--- config.mk ---
export PLATFORM = sky130hd
export DESIGN_NAME = node_report_tx
export DESIGN_NICKNAME = d
export VERILOG_FILES = /design/src/rtl/node_report_tx.sv
export SDC_FILE = /design/constraint.sdc
export NUM_CORES = 1
export LEC_CHECK = 0
export BUFFER_PORTS_ARGS = -buffer_cell sky130_fd_sc_hd__buf_2
export CAP_MARGIN = 10
export CORE_ASPECT_RATIO = 1.4
export CORE_MARGIN = 1
export CORE_UTILIZATION = 25
export DETAILED_ROUTE_END_ITERATION = 7
export HOLD_SLACK_MARGIN = 0.06
export PLACE_DENSITY_LB_ADDON = 0.12
export SLEW_MARGIN = 20
export SYNTH_ARGS = -nofsm -noshare
export SYNTH_HDL_FRONTEND = slang
export SYNTH_SLANG_ARGS = --single-unit
--- constraint.sdc ---
create_clock -name clk -period 2.45 [get_ports clk]
set_input_delay 0.245 -clock clk [delete_from_list [all_inputs] [get_ports clk]]
set_output_delay 0.245 -clock clk [all_outputs]
set_load 0.01 [all_outputs]
--- src/rtl/node_report_tx.sv ---
// Node-detection reporter: each accepted event is sent as a 4-byte UART 8N1 frame
// ('N', side, count, xor checksum) to the XBee link.
module node_report_tx #(
  parameter int CLKS_PER_BIT = 434
) (
  input  logic       clk,
  input  logic       rst,
  input  logic       node_valid,
  input  logic       node_side,
  output logic       node_ready,
  output logic       tx,
  output logic       busy,
  output logic [7:0] node_count,
  output logic [1:0] dbg_state
);

  typedef enum logic [1:0] {S_IDLE, S_START, S_DATA, S_STOP} state_t;

  localparam logic [15:0] BAUD_LAST = 16'(CLKS_PER_BIT - 1);

  // Handshake: an event transfers on a posedge where node_valid && node_ready;
  // node_ready is high only in IDLE, and requests seen while busy are dropped.

  state_t          state, state_nx;
  logic [15:0]     baud_cnt, baud_nx;
  logic [2:0]      bit_idx, bit_nx;
  logic [1:0]      byte_idx, byte_nx;
  logic            tx_q, tx_nx;
  logic [3:0][7:0] frame;
  logic [7:0]      count_q;

  logic       accept;
  logic       bit_done;
  logic [7:0] cur_byte;
  logic [2:0] bit_inc;
  logic [7:0] count_inc;
  logic [7:0] side_byte;

  assign accept    = node_valid && (state == S_IDLE);
  assign bit_done  = (baud_cnt == BAUD_LAST);
  assign cur_byte  = frame[byte_idx];
  assign bit_inc   = bit_idx + 3'd1;
  assign count_inc = count_q + 8'd1;
  assign side_byte = node_side ? 8'h52 : 8'h4C;

  always_comb begin
    state_nx = state;
    baud_nx  = baud_cnt;
    bit_nx   = bit_idx;
    byte_nx  = byte_idx;
    tx_nx    = tx_q;
    case (state)
      S_IDLE: begin
        tx_nx   = 1'b1;
        baud_nx = '0;
        bit_nx  = '0;
        byte_nx = '0;
        if (node_valid) begin
          state_nx = S_START;
          tx_nx    = 1'b0;
        end
      end
      S_START: begin
        if (bit_done) begin
          baud_nx  = '0;
          state_nx = S_DATA;
          tx_nx    = cur_byte[0];
        end else begin
          baud_nx = baud_cnt + 16'd1;
        end
      end
      S_DATA: begin
        if (bit_done) begin
          baud_nx = '0;
          if (bit_idx == 3'd7) begin
            bit_nx   = '0;
            state_nx = S_STOP;
            tx_nx    = 1'b1;
          end else begin
            bit_nx = bit_inc;
            tx_nx  = cur_byte[bit_inc];
          end
        end else begin
          baud_nx = baud_cnt + 16'd1;
        end
      end
      S_STOP: begin
        if (bit_done) begin
          baud_nx = '0;
          if (byte_idx == 2'd3) begin
            byte_nx  = '0;
            state_nx = S_IDLE;
            tx_nx    = 1'b1;
          end else begin
            // next start bit follows the stop bit with no idle gap
            byte_nx  = byte_idx + 2'd1;
            state_nx = S_START;
            tx_nx    = 1'b0;
          end
        end else begin
          baud_nx = baud_cnt + 16'd1;
        end
      end
      default: begin
        state_nx = S_IDLE;
        tx_nx    = 1'b1;
      end
    endcase
  end

  always_ff @(posedge clk) begin
    if (rst) begin
      state    <= S_IDLE;
      baud_cnt <= '0;
      bit_idx  <= '0;
      byte_idx <= '0;
      tx_q     <= 1'b1;
      frame    <= '0;
      count_q  <= '0;
    end else begin
      state    <= state_nx;
      baud_cnt <= baud_nx;
      bit_idx  <= bit_nx;
      byte_idx <= byte_nx;
      tx_q     <= tx_nx;
      if (accept) begin
        // whole frame captured here so input changes cannot disturb it in flight
        frame   <= {8'h4E ^ side_byte ^ count_inc, count_inc, side_byte, 8'h4E};
        count_q <= count_inc;
      end
    end
  end

  assign tx         = tx_q;
  assign busy       = (state != S_IDLE);
  assign node_ready = ~busy;
  assign node_count = count_q;
  assign dbg_state  = state;

endmodule

==> impl_metrics.tcl <==
set metrics [dict create \
    drt_iter0_markers 82 \
    cts.sinks 39 \
    core_um2 8150 \
    drt_wl_total_mm 4.75 \
    synth_cells 248 \
    synth_seq_cells 39 \
    max_cap_violations 0 \
    synthSimpleGateAreaFrac 0.248 \
    area_delta_synth_final_pct 13.5 \
    ys_seq_area_frac 0.371 \
    dpl.hpwl_mm 3.47 \
    cts_resized 0 \
    fin_nets 268 \
    tightestPinTransition_ns 0.731 \
    ios 17 \
    timing.critical_path.to_type "register" \
    synth.mux.area_fraction 0.0291 \
    clockBufferDepth 2 \
    path_clk_slew_ns 0.06 \
    yosysWarnings 0 \
    final_max_slew_viol_count 0 \
    crit_family "compound AO/OA/AOI/OAI gates" \
    syn_area_um2 2110 \
    dieArea_um2 8800 \
    p_leak_nw 0.913 \
    synthDistinctLibCells 47 \
    cp.required_ns 2.62 \
    ir_worst_vdd_mv 0.247 \
    p_per_area_nw_per_um2 871 \
    cts_buffers 5 \
    tns_ns 0 \
    synth_edf_count 0 \
    grt_pass1_vias 1651 \
    wl_per_cell_um 13.3 \
    hp-class "in2reg" \
    first_pass_iters 4 \
    path_class "reg2reg" \
    rsz0062_at_grt "no" \
    synth_xor_area_frac 0.0998 \
    clock-root-buffer "clkbuf_16" \
    placedCellCount 349 \
    post_cts_buffers 0 \
    drc 0 \
    path_cells "ha_1 > mux2i_1 > nor3b_1 > o41ai_1 > a31oi_1 > o32a_1" \
    fin_worst_skew_ns 0.00622 \
    die_h_um 111 \
    ant_nets 0 \
    r2r_slack_ns 0.45 \
    fin_crit_ns 2.00 \
    fmax_ghz 0.500 \
    synth_compound_area_frac 0.119 \
    cp_data_arrival_time_ns 2.17 \
    cts_tree "yes" \
    grt.overflow.total 0 \
    ctsHoldBuffers 0 \
    gp_congestion 0.737 \
    synth_flop_cell "dfxtp_1" \
    hold_viol 0 \
    cp-start-kind "register" \
    start_util 0.258 \
    path_buf_inv 0 \
    synth_fa_ha_area_frac 0.0594 \
    critPathMaxFanout 11 \
    critPathMaxStageDelay_ns 0.48 \
    vias 1663 \
    finalSetupViolations 0 \
    grt_use_total 0.119 \
    drive_gt1_frac 0.125 \
    cp_slowest_cell "ha_1" \
    viasPerCell 4.66 \
    grt_max_degree 26 \
    num_rows 39 \
    synth_top_family_by_area "simple AND/OR/NAND/NOR gates" \
    syn_nets 262 \
    outcome "finished, final reports clean" \
    htreeDepth 2 \
    layout.cells.non_filler 357 \
    maxSlewHeadroom 0.508 \
    antenna_cells 0 \
    syn_area_per_cell_um2 8.49 \
    insertion_delay_ns 0.28 \
    die_x_um 79.6 \
    async_flop_share 0 \
    antenna_found_initial 0 \
    period_share 0.817 \
    grt_pass1_wl_mm 8.08 \
    numPortBuffers 16 \
]
-- placed cells by master (no fill, tap or decap), drive strengths merged, types with 2 or more instances in the layout --
master and instances:
dfxtp 39, nor2 26, nand2 22, buf 21, a21oi 17, nand3 15, xor2 13, xnor2 11
ha 10, inv 7, or3 7, nand2b 6, nand4 6, o21ai 6, mux2i 5, clkbuf 5
a21o 3, a211o 3, nor4 3, or4 2, nor3 2, and3 2, nor2b 2, clkinv 2
-- flip-flops by register name (all words and copies together) (netlist names) --
signal      cells
dbg_state       2
node_count      4
byte_idx        2
frame          11
baud_cnt       16
tx              1
bit_idx         3
-- routing by layer --
metal / global-route usage / vias to the layer above / share of wire
li1: - / 863 / -
met1: 0.123 / 777 / 0.41
met2: 0.227 / 19 / 0.56
met3: 0.0248 / 4 / 0.021
met4: 0.0400 / 0 / 0.011
met5: 0 / - / 0
-- cell usage after synthesis (all sizes together) (7+ instances only) --
master	number	area, µm²
a21oi	17	85.1
ha	10	125
nor2	26	97.6
or3	7	43.8
nand2	22	90.1
xor2	13	114
clkbuf	7	26.3
inv	7	26.3
nand3	15	75.1
xnor2	11	96.3
dfxtp	39	781
buf	14	92.6
-- final timing paths --
kind                   start         end  cells past startpoint
setup / recovery  bit_idx[0]          tx                      6
setup reg to reg  bit_idx[0]          tx                      6
hold / removal     node_side   frame[12]                      3
hold reg to reg   bit_idx[1]  bit_idx[1]                      2
-- cells by family (layout without fill, tap and decap cells) --
family                     count (synthesis)  after routing
adders and majority gates                 10             10
and+or+nand+nor                          101            101
AOI/OAI and AO/OA                         39             39
DFF                                       39             39
buffers and inverters                     29             36
xor gates and xnor gates                  24             24
muxes                                      6              6
-- worst register-to-register path: cells and delay by family, from the launching register on --
family                     cells  cell delay, ns
DFF                            1            0.41
and+or+nand+nor                1            0.06
adders and majority gates      1            0.48
muxes                          1            0.23
AOI/OAI and AO/OA              3            0.71
-- report_power, final --
group	internal, mW	switching [mW]	total (mW)
sequential	0.702	0.0732	0.775
combinational	0.233	0.327	0.560
clock	0.480	0.267	0.747
total	1.42	0.666	2.08
-- cell type report --
type                            instances  area (µm²)
Sequential cell                        39         781
Timing Repair Buffer                   21         118
Multi-Input combinational cell        180        1170
Fill cell                             867        5760
Inverter                                7        26.3
Tap cell                              102         128
Clock buffer                            5         125
Clock inverter                          3        43.8
-- metrics by stage --
step                power, mW  setup slack [ns]  hold slack (ns)  area, µm²  utilization
floorplan                1.18             0.593            0.429       2110            -
global placement         1.37             0.466            0.449       2220        0.273
detailed placement       1.36             0.461            0.450       2220        0.273
CTS                      2.13             0.444            0.291       2390        0.293
global route             2.22             0.148            0.293       2390        0.293
finish                   2.08             0.448            0.291       2390        0.293
No activity file was read; power rests on OpenSTA's default activity.
